**config.mk**
```make
export PLATFORM = sky130hd
export DESIGN_NAME = switch_debounce16
export DESIGN_NICKNAME = d
export VERILOG_FILES = /design/src/rtl/switch_debounce16.sv
export SDC_FILE = /design/constraint.sdc
export NUM_CORES = 1
export LEC_CHECK = 0
export BUFFER_PORTS_ARGS = -buffer_cell sky130_fd_sc_hd__buf_2
export CORE_ASPECT_RATIO = 0.8
export CORE_MARGIN = 3
export CORE_UTILIZATION = 54
export CTS_CLUSTER_DIAMETER = 80
export DETAILED_ROUTE_END_ITERATION = 8
export PLACE_DENSITY = 0.76
export SYNTH_ARGS = -nofsm -noshare
export SYNTH_HDL_FRONTEND = slang
export SYNTH_SLANG_ARGS = --single-unit
```
**constraint.sdc**
```tcl
create_clock -name CLK -period 1.75 [get_ports CLK]
set_input_delay 0.0875 -clock CLK [delete_from_list [all_inputs] [get_ports CLK]]
set_output_delay 0.0875 -clock CLK [all_outputs]
set_load 0.005 [all_outputs]
```
**src/rtl/switch_debounce16.sv**
```systemverilog
// rtl/switch_debounce16.sv - two-flop synchroniser plus per-channel debounce with edge strobes
//
// Conditions the raw IO-expander switches for the counter/LED logic.
// Each channel is synchronised to CLK.
// The debounced level flips only after STABLE_COUNT consecutive SAMPLE_EN
// strobes on which the synchronised input disagrees with it.
// A registered one-cycle strobe marks every flip.
//
// Ports:
//   CLK        system clock, all state changes on its rising edge
//   RST        synchronous active-high reset
//   SAMPLE_EN  one-cycle debounce sample strobe (may be tied high)
//   S_IN       raw asynchronous switch levels, bit 0 = S1
//   S_OUT      debounced switch levels
//   S_RE       debounced rising-edge strobe, one cycle per flip
//   S_FE       debounced falling-edge strobe, one cycle per flip
//   ANY_EDGE   OR of all S_RE/S_FE bits, aligned with them

module switch_debounce16 #(
   parameter int N            = 16,
   parameter int STABLE_COUNT = 8,
   parameter int CNT_W        = 8
) (
   input  logic         CLK,
   input  logic         RST,
   input  logic         SAMPLE_EN,
   input  logic [N-1:0] S_IN,
   output logic [N-1:0] S_OUT,
   output logic [N-1:0] S_RE,
   output logic [N-1:0] S_FE,
   output logic         ANY_EDGE
);

   // The last count value before a flip.
   // The counter never passes it, so it cannot wrap.
   localparam logic [CNT_W-1:0] CNT_LAST = CNT_W'(STABLE_COUNT - 1);

   logic [N-1:0]     sync1_q, sync1_d;
   logic [N-1:0]     sync2_q, sync2_d;
   logic [N-1:0]     s_out_q, s_out_d;
   logic [N-1:0]     s_re_q,  s_re_d;
   logic [N-1:0]     s_fe_q,  s_fe_d;
   logic             any_edge_q, any_edge_d;
   logic [CNT_W-1:0] cnt_q [N];
   logic [CNT_W-1:0] cnt_d [N];

   always_comb begin
      sync1_d = S_IN;
      sync2_d = sync1_q;
      s_out_d = s_out_q;
      // Strobes default low, so they last exactly one cycle even with SAMPLE_EN held high.
      s_re_d  = '0;
      s_fe_d  = '0;
      for (int i = 0; i < N; i++) begin
         cnt_d[i] = cnt_q[i];
         if (SAMPLE_EN) begin
            if (sync2_q[i] == s_out_q[i]) begin
               // Any agreeing sample restarts the stability window.
               cnt_d[i] = '0;
            end else if (cnt_q[i] == CNT_LAST) begin
               s_out_d[i] = sync2_q[i];
               cnt_d[i]   = '0;
               s_re_d[i]  = sync2_q[i];
               s_fe_d[i]  = ~sync2_q[i];
            end else begin
               cnt_d[i] = cnt_q[i] + CNT_W'(1);
            end
         end
      end
      any_edge_d = |(s_re_d | s_fe_d);
   end

   always_ff @(posedge CLK) begin
      if (RST) begin
         sync1_q    <= '0;
         sync2_q    <= '0;
         s_out_q    <= '0;
         s_re_q     <= '0;
         s_fe_q     <= '0;
         any_edge_q <= 1'b0;
      end else begin
         sync1_q    <= sync1_d;
         sync2_q    <= sync2_d;
         s_out_q    <= s_out_d;
         s_re_q     <= s_re_d;
         s_fe_q     <= s_fe_d;
         any_edge_q <= any_edge_d;
      end
   end

   always_ff @(posedge CLK) begin
      for (int i = 0; i < N; i++) begin
         if (RST) begin
            cnt_q[i] <= '0;
         end else begin
            cnt_q[i] <= cnt_d[i];
         end
      end
   end

   assign S_OUT    = s_out_q;
   assign S_RE     = s_re_q;
   assign S_FE     = s_fe_q;
   assign ANY_EDGE = any_edge_q;

endmodule

```
==> results of run 1 <==
==> power by group <==
group	total (mW)	internal, mW	switching [mW]
clock network	4.34	2.52	1.82
logic	0.422	0.160	0.261
registers	4.83	4.80	0.0320
total	9.59	7.48	2.12
==> worst min path at each step <==
stage | startpoint | to | cells past startpoint
2_1_floorplan | S_IN[0] | sync1_q[0]$_SDFF_PP0_ | 1
4_1_cts | SAMPLE_EN | cnt_q[1][62]$_SDFFE_PP0P_ | 3
5_1_grt | SAMPLE_EN | cnt_q[1][62]$_SDFFE_PP0P_ | 3
3_5_place_dp | S_IN[6] | sync1_q[6]$_SDFF_PP0_ | 2
3_3_place_gp | S_IN[6] | sync1_q[6]$_SDFF_PP0_ | 2
6_report | SAMPLE_EN | cnt_q[1][62]$_SDFFE_PP0P_ | 3
==> cell families after synthesis <==
group,after synthesis
xor gates and xnor gates,16
adders and majority gates,16
and+or+nand+nor,506
AOI/OAI and AO/OA,253
buffers and inverters,57
DFF,209
==> sequential cells by signal, summed over array words and instances (netlist names) <==
signal    cells
sync2_q      16
ANY_EDGE      1
cnt_q       128
sync1_q      16
S_RE         16
S_FE         16
S_OUT        16
==> repair_timing <==
| action | 4_1_cts | 5_1_grt |
|---|---|---|
| resized for setup | 6 | 94 |
| pin swaps | 1 | 15 |
| hold buffers | 18 | 0 |
| setup buffers | 0 | 10 |
| endpoints found under the hold margin | 25 | 0 |
| endpoints found under the setup margin | 6 | 75 |
==> final cells by class <==
cell class | instances | share of cell area
sequential | 209 | 0.3551
inverter | 7 | 0.002227
tap | 215 | 0.02280
clock inverter | 6 | 0.003924
clock buffer | 29 | 0.05323
multi-input combinational | 791 | 0.4287
timing repair buffer | 210 | 0.1339
==> synthesized netlist by cell type, types with 3 or more instances <==
library cell,n
sky130_fd_sc_hd__a41oi_1,16
sky130_fd_sc_hd__a21oi_1,97
sky130_fd_sc_hd__inv_1,7
sky130_fd_sc_hd__nor3_2,5
sky130_fd_sc_hd__o22ai_1,4
sky130_fd_sc_hd__nand3_1,39
sky130_fd_sc_hd__nand2_1,87
sky130_fd_sc_hd__nand3b_1,48
sky130_fd_sc_hd__or4_1,9
sky130_fd_sc_hd__a311o_2,3
sky130_fd_sc_hd__xor2_1,14
sky130_fd_sc_hd__a311oi_1,32
sky130_fd_sc_hd__nor2_2,5
sky130_fd_sc_hd__and3_2,6
sky130_fd_sc_hd__buf_1,5
sky130_fd_sc_hd__nor2b_1,36
sky130_fd_sc_hd__dfxtp_1,209
sky130_fd_sc_hd__nor3b_1,46
sky130_fd_sc_hd__nor2_1,72
sky130_fd_sc_hd__buf_2,11
sky130_fd_sc_hd__or3_1,9
sky130_fd_sc_hd__nor3_4,3
sky130_fd_sc_hd__a22oi_1,16
sky130_fd_sc_hd__a311o_1,9
sky130_fd_sc_hd__o21ai_0,72
sky130_fd_sc_hd__and3_1,43
sky130_fd_sc_hd__clkbuf_1,34
sky130_fd_sc_hd__nor3_1,86
sky130_fd_sc_hd__or4_4,6
sky130_fd_sc_hd__nand2b_1,3
sky130_fd_sc_hd__ha_1,16
==> critical path: cells and delay by family, from the launching register on <==
kind	cells	cell delay, ps
AOI/OAI and AO/OA	2	380
DFF	1	320
and+or+nand+nor	3	1000
==> stage by stage <==
stage,setup TNS (ps),instance area [sq um]
global placement,-36.25,10520
global route,-1292,11800
floorplan,0,9179
CTS,0,11410
detailed placement,-217.4,10520
finish,-44.05,11800
==> metal layers <==
metal,track usage,vias to the layer above,share of wire
met2,0.3840,241,0.47
li1,-,4269,-
met1,0.3239,4052,0.45
met5,0,-,0
met4,0.06566,0,0.018
met3,0.03839,39,0.057
==> reports/results.md, run 1 <==
| Group | Quantity | Value |
|:---|:---|:---|
| layout | Layout Area Growth over Synthesis | 28.54% |
| critical path | Worst-path cell with the longest stage delay | sky130_fd_sc_hd__or4_4 |
| synthesis | Mapped cell area | 9179 sq um |
| critical path | Worst reg2reg path depth | 5 |
| sta | Final critical path time including I/O delays and setup | 1784 ps |
| synthesis | Fraction of the mapped netlist area in adder cells | 0.02181 |
| synthesis | Area leader, netlist | sky130_fd_sc_hd__dfxtp_1 |
| drt | Pre-Repair DR Iteration Count | 7 |
| global routing | Initial antenna violation count | 0 |
| synthesis | Compound-cell area share of the yosys netlist | 0.1711 |
| drt | Total detailed-routing wirelength | 23080 um |
| layout | Fillcell total | 1214 |
| synthesis | Distinct cells, synth | 37 |
| sta | Post-Route Hold Slack | 66.72 ps |
| synthesis | Share of the yosys chip area belonging to registers | 0.4558 |
| synthesis | Total number of yosys warnings | 0 |
| power | Power density relative to cell area | 813.2 nW/um^2 |
| cts | CTS root buffer | sky130_fd_sc_hd__clkbuf_16 |
| sta | Fraction of the cycle the final worst path needs | 1.019 |
| status | Failing checks | negative setup slack |
| critical path | Worst path arrival time | 2210 ps |
| cts | Clock slew at reported path FFs | 60 ps |
| sta | PnR worst setup slack | -33.88 ps |
| drt | Drt initial violations | 651 |
| synthesis | Leading register cell type out of synthesis | sky130_fd_sc_hd__dfxtp_1 |
| synthesis | Mux share of post-synthesis cell area | 0 |
| critical path | Worst path required time | 2170 ps |
| layout | Leading cell type in the layout, fill and taps excluded | sky130_fd_sc_hd__dfxtp_1 |
| synthesis | Async SR Flop Fraction | 0 |
| critical path | Setup crit start kind | flop |
| power | Final total power | 9.594 mW |
| synthesis | Syn Nets | 1092 |
| drt | Number of vias in the routed layout | 8601 |
| synthesis | Mean Syn Cell Area | 8.684 sq um |
| sta | Hold Fails Final Rpt | 0 |
| place | DP Worst Slack | -50.83 ps |
| critical path | Crit. Startpoint | cnt_q[1][35]$_SDFFE_PP0P_ |
| sta | RSZ-0062 raised after global routing | yes |
| synthesis | Gate count of the mapped netlist | 1057 |
| critical path | Delay of the slowest critical-path stage | 550 ps |
| layout | Filler-free cell count of the finished design | 1467 |
| layout | Register Area | 4190 sq um |
| synthesis | Number of synthesized register bits | 209 |
| flow run | # Max-Cap Violations | 0 |
| global routing | Combined global-route utilization of all metal layers | 0.2349 |
| synthesis | Combinational family with the most area after synthesis | simple AND/OR/NAND/NOR gates |
| critical path | Critical path fanouts, max | 2 |
| die | Count of pins on the block boundary | 68 |
| sta | Clock skew after layout | 10.02 ps |
| die | Initial Utilization | 0.5662 |
| critical path | Critical Setup Path Class | flop to flop |
| drt | Detailed-route vias per instance | 5.863 |
| critical path | Worst R2R Start | cnt_q[1][35]$_SDFFE_PP0P_ |
| sta | Final count of pins violating max slew | 0 |
| die | Die outline height | 122.6 um |
| cts | CTS Buf Count | 22 |
| die | Placement row count | 41 |
| synthesis | Top-area cell type share of the netlist area | 0.4558 |
| cts | Clock sink count | 209 |
| cts | TritonCTS clock tree | done |
| global routing | Number of global-route vias before repair | 7765 |
| die | Floorplan die area | 18610 sq um |
| critical path | Critical Path Sink | ANY_EDGE$_SDFF_PP0_ |
| drt | Mean routed wirelength per cell | 15.73 um |
| drt | Post-detailed-route DRC marker count | 0 |
| layout | Layout Utilization | 0.7278 |
| power | Maximum VDD drop | 0.7152 mV |
| sta | Number of setup violations in the final report | 4 |
| place | Detailed placer's ending HPWL | 14540 um |
| die | Width of the chip | 151.8 um |
| layout | Net count reported at finish | 1276 |
| critical path | Register-to-Register Setup Slack | -30 ps |
| synthesis | Area share of and/or/nand/nor cells after synthesis | 0.3112 |
| synthesis | Number of flops mapped to enable cells by yosys | 0 |
| place | Final weighted congestion in routability-driven placement | 0.8588 |
| power | Reported leakage power | 4.569 nW |
| cts | Clock latency reported for the late side of the worst-skew pair | 500 ps |
| drt | Antenna-violating nets left | 0 |
| sta | Maximum clock frequency | 560.6 MHz |
| place | Count of input and output buffers | 67 |
| layout | Multi-input gate area in the final layout | 5059 sq um |
| die | Core area | 16210 sq um |
| synthesis | Top area cells in the synthesized netlist | sky130_fd_sc_hd__dfxtp_1, sky130_fd_sc_hd__a21oi_1, sky130_fd_sc_hd__nor3_1, sky130_fd_sc_hd__o21ai_0, sky130_fd_sc_hd__nand3b_1 |
| synthesis | Xor and xnor fraction of the mapped netlist area | 0.01527 |
| critical path | Worst path cell trace | or4_4, or3_1, o22ai_1, nor4_1, a41oi_1 |
| cts | Number of H-tree branching levels | 1 |
| layout | Antenna Cells | 0 |
| critical path | Capture instance of the worst register-to-register path | ANY_EDGE$_SDFF_PP0_ |
| layout | Most frequent cells in the layout | sky130_fd_sc_hd__dfxtp_1, sky130_fd_sc_hd__buf_4, sky130_fd_sc_hd__a21oi_1 |
| critical path | Worst Setup End Kind | flop |
| sta | Slew margin rel. | 0.7197 |
| layout | Share of final-layout standard cells stronger than drive strength 1 | 0.2476 |
| global routing | Congestion Overflow GR | 0 |
| global routing | Pin count of the biggest net entering global routing | 91 |
| global routing | First-pass GRT wire length | 36470 um |
| status | Status | finished, violations left |
| cts | Maximum buffer depth of the clock tree | 3 |
| sta | Actual transition at the worst max-transition pin | 418.9 ps |
| worst hold path | Kind of path behind the tightest hold check | input pin to flop |
| place | Instance count after placement with tap cells included | 1404 |
(Power assumes the default switching activity.)
==> inputs of run 2 (changes only) <==
--- a/config.mk
+++ b/config.mk
@@ -10,6 +10,7 @@
 export CORE_MARGIN = 3
-export CORE_UTILIZATION = 54
+export CORE_UTILIZATION = 56
+export CTS_BUF_LIST = sky130_fd_sc_hd__clkbuf_2
 export CTS_CLUSTER_DIAMETER = 80
 export DETAILED_ROUTE_END_ITERATION = 8
-export PLACE_DENSITY = 0.76
+export PLACE_DENSITY = 0.78
 export SYNTH_ARGS = -nofsm -noshare
--- a/constraint.sdc
+++ b/constraint.sdc
@@ -3,2 +3,2 @@
 set_output_delay 0.0875 -clock CLK [all_outputs]
-set_load 0.005 [all_outputs]
+set_load 0.1 [all_outputs]
==> reports/results.md, run 2 (synthesis results as in run 1) <==
| Group | Quantity | Value | Change |
|:---|:---|:---|:---|
| layout | Register Area | 4229 sq um | +0.93% |
| layout | Share of final-layout standard cells stronger than drive strength 1 | 0.2638 | +0.01622 |
| layout | Layout Utilization | 0.7451 | +0.01724 |
| drt | Total detailed-routing wirelength | 24110 um | +4.5% |
| status | Failing checks | negative setup slack |  |
| critical path | Worst path arrival time | 2480 ps | +270 ps |
| die | Die outline height | 120.5 um | -1.7% |
| die | Floorplan die area | 17970 sq um | -3.4% |
| die | Placement row count | 41 | unchanged |
| layout | Fillcell total | 1188 | -2.1% |
| cts | CTS root buffer | sky130_fd_sc_hd__clkbuf_2 |  |
| die | Initial Utilization | 0.5772 | +0.01096 |
| global routing | Number of global-route vias before repair | 8225 | +5.9% |
| sta | Number of setup violations in the final report | 8 | +4 |
| critical path | Critical Setup Path Class | flop to flop |  |
| critical path | Setup crit start kind | flop |  |
| die | Core area | 15900 sq um | -1.9% |
| sta | Hold Fails Final Rpt | 0 | unchanged |
| worst hold path | Count of cells along the worst hold path | 3 | unchanged |
| cts | Clock latency reported for the late side of the worst-skew pair | 820 ps | +320 ps |
| global routing | Congestion Overflow GR | 0 | unchanged |
| critical path | Capture instance of the worst register-to-register path | S_FE[15]$_SDFF_PP0_ |  |
| worst hold path | Hold Crit Endpoint | sync1_q[4]$_SDFF_PP0_ |  |
| sta | Final count of pins violating max slew | 0 | unchanged |
| power | Power density relative to cell area | 706.3 nW/um^2 | -13% |
| worst hold path | Kind of path behind the tightest hold check | input pin to flop |  |
| layout | Multi-input gate area in the final layout | 4955 sq um | -2.1% |
| die | Count of pins on the block boundary | 68 | unchanged |
| drt | Detailed-route vias per instance | 5.798 | -1.1% |
| sta | PnR worst setup slack | -28.88 ps | +5.002 ps |
| power | Sequential share of power | 0.576 | +0.072 |
| place | Detailed placer's ending HPWL | 14750 um | +1.5% |
| global routing | Combined global-route utilization of all metal layers | 0.2537 | +0.01884 |
| critical path | Worst R2R Start | cnt_q[1][63]$_SDFFE_PP0P_ |  |
| sta | Slew margin rel. | 0.6659 | -0.05378 |
| cts | Clock sink count | 209 | unchanged |
| drt | Pre-Repair DR Iteration Count | 5 | -2 |
| critical path | Worst Setup End Kind | flop |  |
| layout | Leading cell type in the layout, fill and taps excluded | sky130_fd_sc_hd__dfxtp_1 |  |
| layout | Largest register FFs | 128 | unchanged |
| global routing | First-pass GRT wire length | 38330 um | +5.1% |
| power | Share of power burned in the clock network | 0.369 | -0.083 |
| cts | Clock slew at reported path FFs | 100 ps | +40 ps |
| cts | Maximum buffer depth of the clock tree | 3 | unchanged |
| status | Status | finished, violations left |  |
| worst hold path | Hold path start | S_IN[4] |  |
| drt | Number of vias in the routed layout | 9010 | +4.8% |
| global routing | Pin count of the biggest net entering global routing | 108 | +19% |
| layout | Most frequent cells in the layout | sky130_fd_sc_hd__dfxtp_1, sky130_fd_sc_hd__buf_4, sky130_fd_sc_hd__a21oi_1 |  |
| power | Portion of total power attributed to combinational logic | 0.055 | +0.011 |
| sta | Post-Route Hold Slack | 106.2 ps | +39.47 ps |
| sta | Clock skew after layout | 35.98 ps | +25.95 ps |
| drt | Mean routed wirelength per cell | 15.51 um | -1.4% |
| sta | Maximum clock frequency | 562.2 MHz | +0.28% |
| drt | Post-detailed-route DRC marker count | 0 | unchanged |
| sta | RSZ-0062 raised after global routing | yes |  |
| die | Width of the chip | 149.1 um | -1.7% |
| power | Switching power of the nets | 2.264 mW | +7.0% |
| drt | Antenna-violating nets left | 0 | unchanged |
| cts | Number of H-tree branching levels | 2 | +1 |
| layout | Layout Area Growth over Synthesis | 29.09% |  |
| flow run | # Max-Cap Violations | 0 | unchanged |
| global routing | Initial antenna violation count | 1 | +1 |
| place | Final weighted congestion in routability-driven placement | 0.8519 | -0.80% |
| critical path | Register-to-Register Setup Slack | -30 ps | about the same |
| critical path | Worst reg2reg path depth | 7 | +2 |
| critical path | Critical path fanouts, max | 3 | +1 |
| cts | TritonCTS clock tree | done |  |
| power | Maximum VDD drop | 0.3906 mV | -45% |
| layout | Register bank with the most flops | cnt_q |  |
| power | Int Power | 6.105 mW | -18% |
| drt | Drt initial violations | 599 | -8.0% |
| sta | Fraction of the cycle the final worst path needs | 1.017 | -0.002858 |
| place | Count of input and output buffers | 67 | unchanged |
| power | Switching fraction of total power | 0.2705 | +0.05002 |
| power | Reported leakage power | 4.714 nW | +3.2% |
| cts | CTS Buf Count | 50 | +130% |
| sta | Actual transition at the worst max-transition pin | 501.1 ps | +82.22 ps |
| layout | Net count reported at finish | 1332 | +4.4% |
| sta | Final critical path time including I/O delays and setup | 1779 ps | -5.002 ps |
| critical path | Worst path required time | 2450 ps | +280 ps |
==> run 2: changes by cell type in the layout (fill, tap and decap cells not counted), sizes merged <==
cell	change
clkinvlp	-2
clkinv	+16
diode	+1
dlygate4sd3	+31
buf	-6
clkbuf	+47
==> run 2: layout make-up <==
type	count	area share
Multi-Input combinational cell	791	0.4182
Sequential cell	209	0.3569
Timing Repair Buffer	238	0.1624
Clock buffer	73	0.03083
Tap cell	215	0.02270
Clock inverter	20	0.006547
Inverter	7	0.002218
Antenna cell	1	0.0002112
==> run 2: metrics by stage <==
step	instances	setup TNS [ps]	instance area, sq um	total power, mW	worst slack, ps
5_1_grt	1554	-1193	11850	8.743	-97.52
6_report	1554	-120.8	11850	8.369	-28.88
3_3_place_gp	1401	0	10510	5.284	18.31
2_1_floorplan	1057	0	9214	5.153	2.177
3_5_place_dp	1401	-4.406	10510	5.289	-4.406
4_1_cts	1543	-10.28	11520	8.431	-6.465
==> run 2: timing repair <==
action                                  CTS  global route
hold buffers                             49             0
gates cloned                              0             0
endpoints found under the hold margin   209             0
pin swaps                                 1            13
buffers inserted                          0            11
gates resized for setup                  24            72
endpoints found under the setup margin   22            75
==> run 2: worst max path at each step <==
| stage | from | to | slack (ps) | depth (start not counted) |
|---|---|---|---|---|
| floorplan | S_OUT[14]$_SDFFE_PP0P_ | cnt_q[1][55]$_SDFFE_PP0P_ | 2 | 5 |
| global placement | cnt_q[0][35]$_SDFFE_PP0P_ | ANY_EDGE$_SDFF_PP0_ | 20 | 5 |
| detailed placement | cnt_q[1][63]$_SDFFE_PP0P_ | ANY_EDGE$_SDFF_PP0_ | -4 | 5 |
| CTS | cnt_q[1][51]$_SDFFE_PP0P_ | cnt_q[1][49]$_SDFFE_PP0P_ | -6 | 5 |
| global route | cnt_q[0][16]$_SDFFE_PP0P_ | ANY_EDGE$_SDFF_PP0_ | -100 | 6 |
| finish | cnt_q[1][63]$_SDFFE_PP0P_ | S_FE[15]$_SDFF_PP0_ | -30 | 7 |
==> run 2: power by group through the flow <==
stage | Sequential, mW | Clock, mW | Combinational, mW
finish | 4.82 | 3.08 | 0.463
global route | 4.83 | 3.41 | 0.503
CTS | 4.82 | 3.17 | 0.443
detailed placement | 4.93 | 0 | 0.361
global placement | 4.93 | 0 | 0.357
floorplan | 4.92 | 0 | 0.234
==> run 2: metal layers <==
layer  part of all wire  GRT usage
met1               0.45     0.3405
met2               0.46     0.4044
met3              0.064    0.05283
met4              0.023    0.09720
met5                  0          0
==> run 2: worst max-delay path, cell delays in order, from the launching register on <==
cell	delay, ps
sky130_fd_sc_hd__dfxtp_2	330
sky130_fd_sc_hd__or4_4	540
sky130_fd_sc_hd__buf_6	140
sky130_fd_sc_hd__nor3_4	200
sky130_fd_sc_hd__buf_4	140
sky130_fd_sc_hd__buf_4	100
sky130_fd_sc_hd__nand2_1	60
sky130_fd_sc_hd__nor3b_1	180
==> inputs of run 3 (changes only) <==
- CORE_UTILIZATION: 56 -> 65
- CTS_BUF_LIST: sky130_fd_sc_hd__clkbuf_2 -> not set
- PLACE_DENSITY: 0.78 -> 0.85
- clock period: 1.75 -> 2.1 ns (I/O delays scaled with it)
==> reports/results.md, run 3 (synthesis results as in run 1) <==
| Group | Quantity | Value | Change |
|:---|:---|:---|:---|
| global routing | Combined global-route utilization of all metal layers | 0.2675 | +0.01380 |
| layout | Antenna Cells | 0 | -1 |
| critical path | Worst path cell trace | or4_1, nor3_4, nor2_1, a22oi_1, nor2_1 |  |
| power | Reported leakage power | 4.067 nW | -14% |
| sta | PnR worst setup slack | 180.3 ps | +209.1 ps |
| sta | Maximum clock frequency | 520.9 MHz | -7.3% |
| cts | TritonCTS clock tree | done |  |
| critical path | Setup crit start kind | flop |  |
| layout | Leading cell type in the layout, fill and taps excluded | sky130_fd_sc_hd__dfxtp_1 |  |
| critical path | Worst-path cell with the longest stage delay | sky130_fd_sc_hd__or4_1 |  |
| critical path | Most used cell along the critical path | sky130_fd_sc_hd__nor2_1 |  |
| die | Core area | 13690 sq um | -14% |
| global routing | Number of global-route vias before repair | 7638 | -7.1% |
| place | Final weighted congestion in routability-driven placement | 0.8837 | +3.7% |
| cts | Number of H-tree branching levels | 1 | -1 |
| status | Status | finished clean |  |
| cts | CTS Buf Count | 21 | -58% |
| power | Maximum VDD drop | 0.7600 mV | +95% |
| worst hold path | Count of cells along the worst hold path | 3 | unchanged |
| layout | Most frequent cells in the layout | sky130_fd_sc_hd__dfxtp_1, sky130_fd_sc_hd__a21oi_1, sky130_fd_sc_hd__nand2_1 |  |
| critical path | Critical Setup Path Class | flop to flop |  |
| layout | Net count reported at finish | 1182 | -11% |
| critical path | Critical path fanouts, max | 10 | +7 |
| place | Detailed placer's ending HPWL | 13590 um | -7.9% |
| sta | Hold Fails Final Rpt | 0 | unchanged |
| drt | Post-detailed-route DRC marker count | 0 | unchanged |
| critical path | Worst path arrival time | 2280 ps | -200 ps |
| critical path | Depth of the critical timing path with buffers and inverters included | 5 | -2 |
| sta | Post-route setup TNS | 0 ps | +120.8 ps |
| die | Width of the chip | 138.9 um | -6.9% |
| cts | Post-CTS setup repair buffer count | 0 | unchanged |
| layout | Fillcell total | 918 | -23% |
| drt | Pre-Repair DR Iteration Count | 5 | unchanged |
| critical path | Worst path required time | 2460 ps | about the same |
| die | Placement row count | 38 | -7.3% |
| global routing | First-pass GRT wire length | 36330 um | -5.2% |
| drt | Mean routed wirelength per cell | 16.12 um | +3.9% |
| layout | Multi-input gate area in the final layout | 4767 sq um | -3.8% |
| sta | Clock skew after layout | 6.372 ps | -29.61 ps |
| layout | Share of final-layout standard cells stronger than drive strength 1 | 0.1459 | -0.1179 |
| place | Instance count after placement with tap cells included | 1287 | -8.1% |
| cts | CTS root buffer | sky130_fd_sc_hd__clkbuf_16 |  |
| cts | Clock sink count | 209 | unchanged |
| place | Count of input and output buffers | 67 | unchanged |
| cts | Maximum buffer depth of the clock tree | 3 | unchanged |
| critical path | Worst reg2reg path depth | 5 | -2 |
| critical path | Buffer and inverter count on the worst path | 0 | -3 |
| drt | Drt initial violations | 583 | -2.7% |
| drt | Detailed-route vias per instance | 6.243 | +7.7% |
| sta | RSZ-0062 raised after global routing | no |  |
| die | Die outline height | 112.3 um | -6.8% |
| die | Initial Utilization | 0.6703 | +0.09314 |
| sta | Actual transition at the worst max-transition pin | 530.4 ps | +29.29 ps |
| cts | Clock latency reported for the late side of the worst-skew pair | 490 ps | -330 ps |
| critical path | Worst Setup End Kind | flop |  |
| layout | Register Area | 4192 sq um | -0.89% |
| critical path | Critical path's top delay family | simple AND/OR/NAND/NOR gates |  |
| global routing | Initial antenna violation count | 0 | -1 |
| sta | Fraction of the cycle the final worst path needs | 0.9142 | -0.1023 |
| layout | Layout Area Growth over Synthesis | 16.96% |  |
| cts | Clock slew at reported path FFs | 60 ps | -40 ps |
| sta | Final critical path time including I/O delays and setup | 1920 ps | +140.9 ps |
| worst hold path | Kind of path behind the tightest hold check | input pin to flop |  |
| drt | Number of vias in the routed layout | 8353 | -7.3% |
| global routing | Congestion Overflow GR | 0 | unchanged |
| die | Floorplan die area | 15590 sq um | -13% |
| sta | Number of setup violations in the final report | 0 | -8 |
| sta | Final count of pins violating max slew | 0 | unchanged |
| drt | Total detailed-routing wirelength | 21560 um | -11% |
| drt | Antenna-violating nets left | 0 | unchanged |
| layout | Largest register FFs | 128 | unchanged |
| place | DP Worst Slack | 228.3 ps | +232.7 ps |
| layout | Filler-free cell count of the finished design | 1338 | -14% |
| sta | Slew margin rel. | 0.6488 | -0.01709 |
| power | Power density relative to cell area | 773.3 nW/um^2 | +9.5% |
| global routing | Pin count of the biggest net entering global routing | 94 | -13% |
| critical path | Delay of the slowest critical-path stage | 580 ps | +40 ps |
| die | Count of pins on the block boundary | 68 | unchanged |
| cts | CTS resizes | 0 | -100% |
| layout | Register bank with the most flops | cnt_q |  |
| flow run | # Max-Cap Violations | 0 | unchanged |
## run 3: cell types whose count changed in the layout (fill, tap and decap cells not counted), sizes merged
| cell | previous run | this run |
|---|---|---|
| bufinv | 0 | 4 |
| clkinv | 20 | 2 |
| clkbuf | 76 | 28 |
| dlygate4sd3 | 49 | 17 |
| buf | 186 | 100 |
| diode | 1 | 0 |
## run 3: through the flow
stage	power, mW	hold WS [ps]	utilization	area [sq um]
after floorplan	4.302	233.2	-	9186
after global placement	4.399	311.6	0.7181	9833
after detailed placement	4.404	320.6	0.7181	9833
after CTS	8.355	55.83	0.7840	10740
after global routing	8.530	111.1	0.7840	10740
final	8.301	73.01	0.7840	10740
## run 3: power breakdown
group | switching [mW] | internal [mW]
Sequential | 0.0265 | 4.00
Clock | 1.47 | 2.48
Combinational | 0.205 | 0.116
## run 3: what timing repair did
action | CTS | global route
hold endpoints to repair | 27 | 0
endpoints found under the setup margin | 0 | 0
hold buffers | 17 | 0
## run 3: per-layer routing
layer	routed length, um	global-route usage
met4	537	0.07757
met5	0	0
met1	9652	0.3615
met3	1102	0.03663
met2	10270	0.4536
## run 3: final cells by class
class | instances | area share
multi-input combinational | 791 | 0.4441
sequential | 209 | 0.3904
timing repair buffer | 117 | 0.07389
clock buffer | 28 | 0.05606
tap | 180 | 0.02098
clock inverter | 6 | 0.01212
inverter | 7 | 0.002448
## run 3: tightest hold or removal path: stages
cell,delay [ps]
sky130_fd_sc_hd__buf_2,220
sky130_fd_sc_hd__nand3_1,130
sky130_fd_sc_hd__a21oi_1,50
## run 3: path summary, 6_finish.rpt
| kind | startpoint | slack, ps | to |
|---|---|---|---|
| min reg2reg | sync1_q[2]$_SDFF_PP0_ | 430 | sync2_q[2]$_SDFF_PP0_ |
| min | SAMPLE_EN | 70 | S_OUT[4]$_SDFFE_PP0P_ |
| max reg2reg | cnt_q[1][51]$_SDFFE_PP0P_ | 180 | cnt_q[1][49]$_SDFFE_PP0P_ |
| max | cnt_q[1][51]$_SDFFE_PP0P_ | 180 | cnt_q[1][49]$_SDFFE_PP0P_ |
